File: src/rtl/fxp_mac.sv
// Signed fixed-point multiply-accumulate core.
// Each clock the full-precision product a*b is added into a 2N-bit
// accumulator, which wraps on overflow. The overflow flag describes the
// addition that the next rising edge will commit.

// Full-precision signed multiplier: N x N -> 2N bits, exact.
module qmult #(
    parameter int N = 2
) (
    input  logic [N-1:0]   a,
    input  logic [N-1:0]   b,
    output logic [2*N-1:0] prod,
    output logic           ovf
);
    logic signed [2*N-1:0] a_ext;
    logic signed [2*N-1:0] b_ext;

    // Sign-extend both operands to 2N bits; the low 2N bits of their
    // product are the exact signed product, since (-2^(N-1))^2 still fits.
    always_comb begin
        a_ext = {{N{a[N-1]}}, a};
        b_ext = {{N{b[N-1]}}, b};
        prod  = a_ext * b_ext;
        ovf   = 1'b0;
    end
endmodule

// 2N-bit two's-complement adder, wraps modulo 2^(2N), flags signed overflow.
module qadd #(
    parameter int N = 2
) (
    input  logic [2*N-1:0] acc,
    input  logic [2*N-1:0] prod,
    output logic [2*N-1:0] sum,
    output logic           ovf
);
    // Overflow when both addends share a sign and the sum's sign differs.
    always_comb begin
        sum = acc + prod;
        ovf = (acc[2*N-1] == prod[2*N-1]) && (sum[2*N-1] != acc[2*N-1]);
    end
endmodule

// Top level: multiplier feeding adder feeding the accumulator register.
module fxp_mac #(
    parameter int Q = 0,
    parameter int N = 2
) (
    input  logic           clk,
    input  logic           reset,
    input  logic [N-1:0]   a,
    input  logic [N-1:0]   b,
    output logic [2*N-1:0] result,
    output logic           overflow
);
    localparam int W = 2 * N;

    // Q only fixes where the binary point sits; the arithmetic is identical
    // for every legal Q, so it is only range-checked here.
    if (Q < 0 || Q >= N || N < 2) begin : g_param_check
        $error("fxp_mac: illegal parameters, need N >= 2 and 0 <= Q < N");
    end

    logic [W-1:0] acc_q;
    logic [W-1:0] acc_d;
    logic [W-1:0] prod;
    logic [W-1:0] sum;
    logic         mult_ovf;
    logic         add_ovf;

    qmult #(.N(N)) u_qmult (
        .a    (a),
        .b    (b),
        .prod (prod),
        .ovf  (mult_ovf)
    );

    qadd #(.N(N)) u_qadd (
        .acc  (acc_q),
        .prod (prod),
        .sum  (sum),
        .ovf  (add_ovf)
    );

    // Next accumulator value is always the wrapped sum; no enable exists,
    // so holding requires a zero operand.
    always_comb begin
        acc_d = sum;
    end

    // Accumulator register; synchronous reset discards the operands at that edge.
    always_ff @(posedge clk) begin
        if (reset) begin
            acc_q <= '0;
        end else begin
            acc_q <= acc_d;
        end
    end

    // The multiplier cannot overflow (its flag is constant 0); the OR keeps
    // the structure honest should the multiplier ever become narrowing.
    always_comb begin
        result   = acc_q;
        overflow = add_ovf | mult_ovf;
    end
endmodule

File: config.mk
export PLATFORM = sky130hd
export DESIGN_NAME = fxp_mac
export DESIGN_NICKNAME = d
export VERILOG_FILES = /design/src/rtl/fxp_mac.sv
export SDC_FILE = /design/constraint.sdc
export NUM_CORES = 1
export LEC_CHECK = 0
export ABC_CLOCK_PERIOD_IN_PS = 2500
export BUFFER_PORTS_ARGS = -buffer_cell sky130_fd_sc_hd__clkbuf_2
export CORE_AREA = 4 4 41 43
export CTS_BUF_LIST = sky130_fd_sc_hd__clkbuf_8 sky130_fd_sc_hd__clkbuf_16
export DETAILED_ROUTE_END_ITERATION = 7
export DIE_AREA = 0 0 45 47
export PLACE_DENSITY_LB_ADDON = 0.05
export SETUP_SLACK_MARGIN = 0.05
export SYNTH_ARGS = -nofsm -noshare
export SYNTH_HDL_FRONTEND = slang
export SYNTH_SLANG_ARGS = --single-unit
File: constraint.sdc
create_clock -name clk -period 2.5 [get_ports clk]
set_input_delay 0.125 -clock clk [delete_from_list [all_inputs] [get_ports clk]]
set_output_delay 0.125 -clock clk [all_outputs]
set_load 0.01 [all_outputs]
==> flow_summary.yaml, run 1 <==
floorplan:
  core_sq_um: 1300
  initial_core_util: 0.244
  die_y_um: 47
  die-area_sq_um: 2120
  die_x_um: 45
  num_rows: 13
  ios: 11
critical_path:
  reg2reg_from: "result[1]"
  crit_fanout: 2
  cp-endpoint: "overflow"
  regToRegEndpoint: "result[3]"
  cp-start-kind: "primary input"
  path_class: "in2out"
  crit_arrival_ns: 1.89
  cp.required_ns: 2.38
  crit_path_end_kind: "output pin"
  r2r_setup_slack_ns: 1.10
  reg2reg_depth: 4
  startpoint: "a[0]"
pwr:
  p_leak_nw: 0.237
  peakVddDrop_uv: 322
  finalPower_uw: 387
  pwr_density_cell_nw_per_um2: 904
clocking:
  clkLatencyLatePin_ns: 0.22
  cts_max_path_buffers: 2
  cts_resized: 0
  cts_setup_buffers: 0
  cts_hold_buf: 0
  numClockSinks: 4
  cts_tree: "yes"
  root_buffer: "clkbuf_8"
  path_clk_slew_ns: 0.04
  htree_levels: 1
  numCtsBuffers: 3
outcome:
  status: "finished, final reports clean"
route:
  drt_iter0_drc: 1
  wl_per_cell_um: 10.8
  routed-via-count: 248
  via_per_inst: 4.20
  route.detailed.drc: 0
  wirelength_um: 640
  drtPass1Iterations: 2
  drtAntennaViolNets: 0
place:
  hpwl_um: 539
  port_buffers: 10
  place_ws_ns: 0.469
  dpl_cell_area_sq_um: 387
  gp_congestion: 0.648
sta:
  rsz0062_at_grt: "no"
  timing.setup.tns_ns: 0
  finalSetupViolCount: 0
  final-hold-violation-count: 0
  slew_violations: 0
  worst_pin_slew_ns: 0.289
  slew_headroom: 0.805
  finalCriticalPeriod_ns: 2.02
  finalCritPeriodShare: 0.806
  postLayoutSetupSlackWorst_ns: 0.485
  fmax_mhz: 496
  skew_ns: 0.00565
synth:
  syn_area_per_cell_sq_um: 10.3
  synthCells: 31
  ys_seq_area_frac: 0.252
  synth_warnings: 0
  yosys_register_bits: 4
  synth_area_sq_um: 318
  synth_cell_types: 17
  syn-num-nets: 44
global_routing:
  grt_first_pass_wirelength_um: 986
  track_usage: 0.0728
  antenna_found_initial: 0
  grt_start_max_net_pins: 6
  grt_pass1_vias: 229
  gr-total-overflow: 0
layout:
  post-route-cell-area_sq_um: 428
  fin_nets: 59
  largest_reg_flops: 4
  area_growth_pct: 34.6
  final_layout_size_suffix_gt1_frac: 0.364
  diodes: 0
worst_hold_path:
  hold_class: "in2reg"
  hold_start: "reset"
job:
  max-cap-violations: 0
[metal layers]
| layer | share of wire | global-route usage | routed length, um | vias to the layer above |
|---|---|---|---|---|
| met4 | 0.014 | 0.0702 | 9 | 0 |
| li1 | - | - | - | 127 |
| met1 | 0.42 | 0.0776 | 267 | 111 |
| met2 | 0.49 | 0.105 | 311 | 8 |
| met3 | 0.081 | 0.0345 | 52 | 2 |
| met5 | 0 | 0 | 0 | - |
[stage by stage]
stage	hold slack [ns]	instances	util
2_1_floorplan	0.197	31	-
3_3_place_gp	0.370	56	0.297
3_5_place_dp	0.382	56	0.297
4_1_cts	0.146	59	0.329
5_1_grt	0.164	59	0.329
6_report	0.144	59	0.329
[layout make-up]
cell class	count	area, sq um
timing repair buffer	10	50.0
inverter	3	11.3
multi-input combinational	24	226
fill	153	873
sequential	4	80.1
tap	15	18.8
clock buffer	3	41.3
[cells in the mapped netlist (all sizes together)]
library cell | instances | area share
nand2b | 1 | 0.020
and2 | 1 | 0.020
or2 | 1 | 0.020
xor2 | 1 | 0.028
nor2 | 2 | 0.024
nor2b | 3 | 0.059
nand2 | 2 | 0.024
xnor2 | 1 | 0.028
inv | 3 | 0.035
a21o | 1 | 0.024
a21oi | 1 | 0.051
mux2i | 1 | 0.031
ha | 5 | 0.20
mux2 | 1 | 0.047
o21ai | 1 | 0.016
fa | 2 | 0.13
dfxtp | 4 | 0.25
[layout by cell type, fill, tap and decap left out]
master    Yosys  layout
a21o_1        1       1
a21oi_4       1       1
and2_1        1       1
clkbuf_2      0      10
clkbuf_8      0       3
dfxtp_1       4       4
fa_1          2       2
ha_1          5       5
inv_1         3       3
mux2_4        1       1
mux2i_1       1       1
nand2_1       2       2
nand2b_1      1       1
nor2_1        2       2
nor2b_1       3       3
o21ai_0       1       1
or2_2         1       1
xnor2_1       1       1
xor2_1        1       1
[worst min-delay path by stage]
stage          depth (start not counted)         to  slack (ns)
2_1_floorplan                          1  result[0]        0.20
3_3_place_gp                           2  result[0]        0.37
3_5_place_dp                           2  result[2]        0.38
4_1_cts                                2  result[0]        0.15
5_1_grt                                2  result[0]        0.16
6_report                               2  result[0]        0.14
[critical path, stage by stage]
cell and delay [ns]:
clkbuf_2 0.09, nand2b_1 0.14, fa_1 0.39, inv_1 0.07, ha_1 0.23, ha_1 0.34, a21oi_4 0.17, mux2i_1 0.20
clkbuf_2 0.15
[cells by family (layout without fill, tap and decap cells)]
family / count (synthesis) / count (layout) / synth area share
AO/OA/AOI/OAI: 3 / 3 / 0.0906
buffers and inverters: 3 / 16 / 0.0354
multiplexers: 2 / 2 / 0.0787
adder cells (fa/ha/maj): 7 / 7 / 0.323
AND/OR/NAND/NOR: 10 / 10 / 0.165
flip-flops: 4 / 4 / 0.252
XOR/XNOR: 2 / 2 / 0.0551
[power by group]
group,internal [mW],switching [mW]
logic,0.0780,0.0719
registers,0.0824,0.0141
clock network,0.103,0.0374
Note: power is estimated with default switching activity, not from simulation.
==> run 2, diff against run 1 <==
Settings changed: ABC_CLOCK_PERIOD_IN_PS 2500 to 1900.
Clock period 2.5 ns to 1.9 ns, I/O delays scaled along.
==> run 2 against run 1 <==
Register-to-register slack worse by 0.72 ns; largest cell class unchanged; die area did not move; via count is 5.6% higher; global-route usage up 0.16 points; critical path type unchanged; sequential cell count unchanged; cell count increased by 8.5%; critical endpoint unchanged.
==> flow_summary.yaml, run 2 (synthesized netlist as in run 1, its figures left out) <==
outcome:
  status: "finished, final reports clean"
job:
  max-cap-violations: 0
sta:
  slew_headroom: 0.809
  slew_violations: 0
  finalCriticalPeriod_ns: 1.87
  finalSetupViolCount: 0
  postLayoutSetupSlackWorst_ns: 0.0349
  rsz0062_at_grt: "yes"
  skew_ns: 0.000536
  timing.setup.tns_ns: 0
  final-hold-violation-count: 0
  worst_pin_slew_ns: 0.284
  holdWs_ns: 0.117
  fmax_mhz: 536
  finalCritPeriodShare: 0.982
pwr:
  p_leak_nw: 0.265
  p_clk_frac: 0.309
  finalPower_uw: 566
  comb_power_share: 0.453
  p_sw_uw: 173
  pwr_density_cell_nw_per_um2: 1120
  seq_power_share: 0.238
  p_int_uw: 393
  sw_frac_of_total: 0.306
  peakVddDrop_uv: 607
critical_path:
  cp.required_ns: 1.80
  regToRegEndpoint: "result[3]"
  crit_arrival_ns: 1.77
  crit_chain: "buf_6, nand2b_4, fa_1, inv_1, ha_1, ha_4, a21oi_4, mux2i_1, buf_2"
  critPathSlowestCell: "fa_1"
  reg2reg_depth: 5
  crit_fanout: 2
  crit_path_end_kind: "output pin"
  r2r_setup_slack_ns: 0.38
  reg2reg_from: "result[1]"
  cpPeakStageDelay_ns: 0.40
  cp_top_family: "adder cells"
  cp_num_buf_inv: 3
  path_class: "in2out"
  cp-start-kind: "primary input"
layout:
  area_growth_pct: 58.7
  final_common_cell: "clkbuf_2"
  largest_reg_flops: 4
  final_cell_mix: "clkbuf_2 (8), buf_4 (5), dfxtp_1 (4)"
  fill_cells: 135
  final_layout_size_suffix_gt1_frac: 0.531
  diodes: 0
  utilization: 0.388
  fin_nets: 64
clocking:
  numClockSinks: 4
  cts_tree: "yes"
  clkLatencyLatePin_ns: 0.21
  path_clk_slew_ns: 0.03
  cts_max_path_buffers: 2
  htree_levels: 1
  numCtsBuffers: 3
  root_buffer: "clkbuf_8"
global_routing:
  grt_start_max_net_pins: 6
  grt_pass1_vias: 256
  grt_first_pass_wirelength_mm: 1.02
  track_usage: 0.0744
  antenna_found_initial: 0
  gr-total-overflow: 0
floorplan:
  ios: 11
  core_sq_um: 1300
  num_rows: 13
  die-area_sq_um: 2120
  initial_core_util: 0.244
  die_x_um: 45
  die_y_um: 47
worst_hold_path:
  min_to: "result[0]"
  hold_start: "reset"
  hold_class: "in2reg"
  worstHoldPathCells: 2
place:
  port_buffers: 10
  gp_congestion: 0.622
  hpwl_um: 561
  place_ws_ns: -0.0569
route:
  drtPass1Iterations: 1
  route.detailed.drc: 0
  drt_iter0_drc: 0
  routed-via-count: 262
  wirelength_um: 636
  wl_per_cell_um: 9.94
  via_per_inst: 4.09
  drtAntennaViolNets: 0
==> run 2: changes by cell type in the layout (fill, tap and decap cells not counted), sizes merged <==
cell    previous run  this run
buf                0         7
clkbuf            13        11
==> run 2: power groups by stage <==
stage          registers (mW)  logic [mW]  clock network [mW]
3_3_place_gp            0.127       0.215                   0
3_5_place_dp            0.130       0.222                   0
5_1_grt                 0.139       0.283               0.188
2_1_floorplan           0.139       0.132                   0
6_report                0.135       0.256               0.175
4_1_cts                 0.135       0.260               0.181
==> run 2: cell type report <==
type / instances / area (sq um) / share of cell area
clock buffer: 3 / 41.3 / 0.0819
inverter: 3 / 11.3 / 0.0223
multi-input combinational: 24 / 259 / 0.514
sequential: 4 / 80.1 / 0.159
tap: 15 / 18.8 / 0.0372
timing repair buffer: 15 / 93.8 / 0.186
==> run 2: how the worst max path moves through the flow <==
| stage | from | to | slack, ns | depth (start not counted) |
|---|---|---|---|---|
| floorplan | a[0] | result[3] | 0.12 | 7 |
| global placement | a[0] | overflow | -0.02 | 9 |
| detailed placement | a[0] | overflow | -0.06 | 9 |
| CTS | a[0] | overflow | 0.01 | 9 |
| global route | a[0] | overflow | -0.04 | 9 |
| finish | a[0] | overflow | 0.03 | 9 |
==> run 2: layer usage <==
layer  GRT usage  vias to the layer above  wire (um)
met3      0.0575                        0         50
met4      0.0351                        0          0
met1      0.0824                      118        267
li1            -                      136          -
met5           0                        -          0
met2       0.105                        8        319
==> run 2: per-stage QoR <==
| stage | cell area [sq um] | instances |
|---|---|---|
| detailed placement | 409 | 59 |
| CTS | 498 | 64 |
| finish | 504 | 64 |
| floorplan | 318 | 31 |
| global placement | 409 | 59 |
| global route | 504 | 64 |
==> run 2: worst reg2reg max path, delay by kind of cell, from the launching register on <==
kind                       cells  cell delay, ns
AOI/OAI and AO/OA              2            0.35
buffers and inverters          1            0.13
muxes                          1            0.28
adders and majority gates      1            0.23
DFF                            1            0.42
==> run 2: what timing repair did <==
action | in CTS | in global routing
hold buffers | 0 | 0
resized for setup | 5 | 2
buffers inserted | 2 | 0
setup endpoints to repair | 1 | 1
pin swaps | 3 | 0
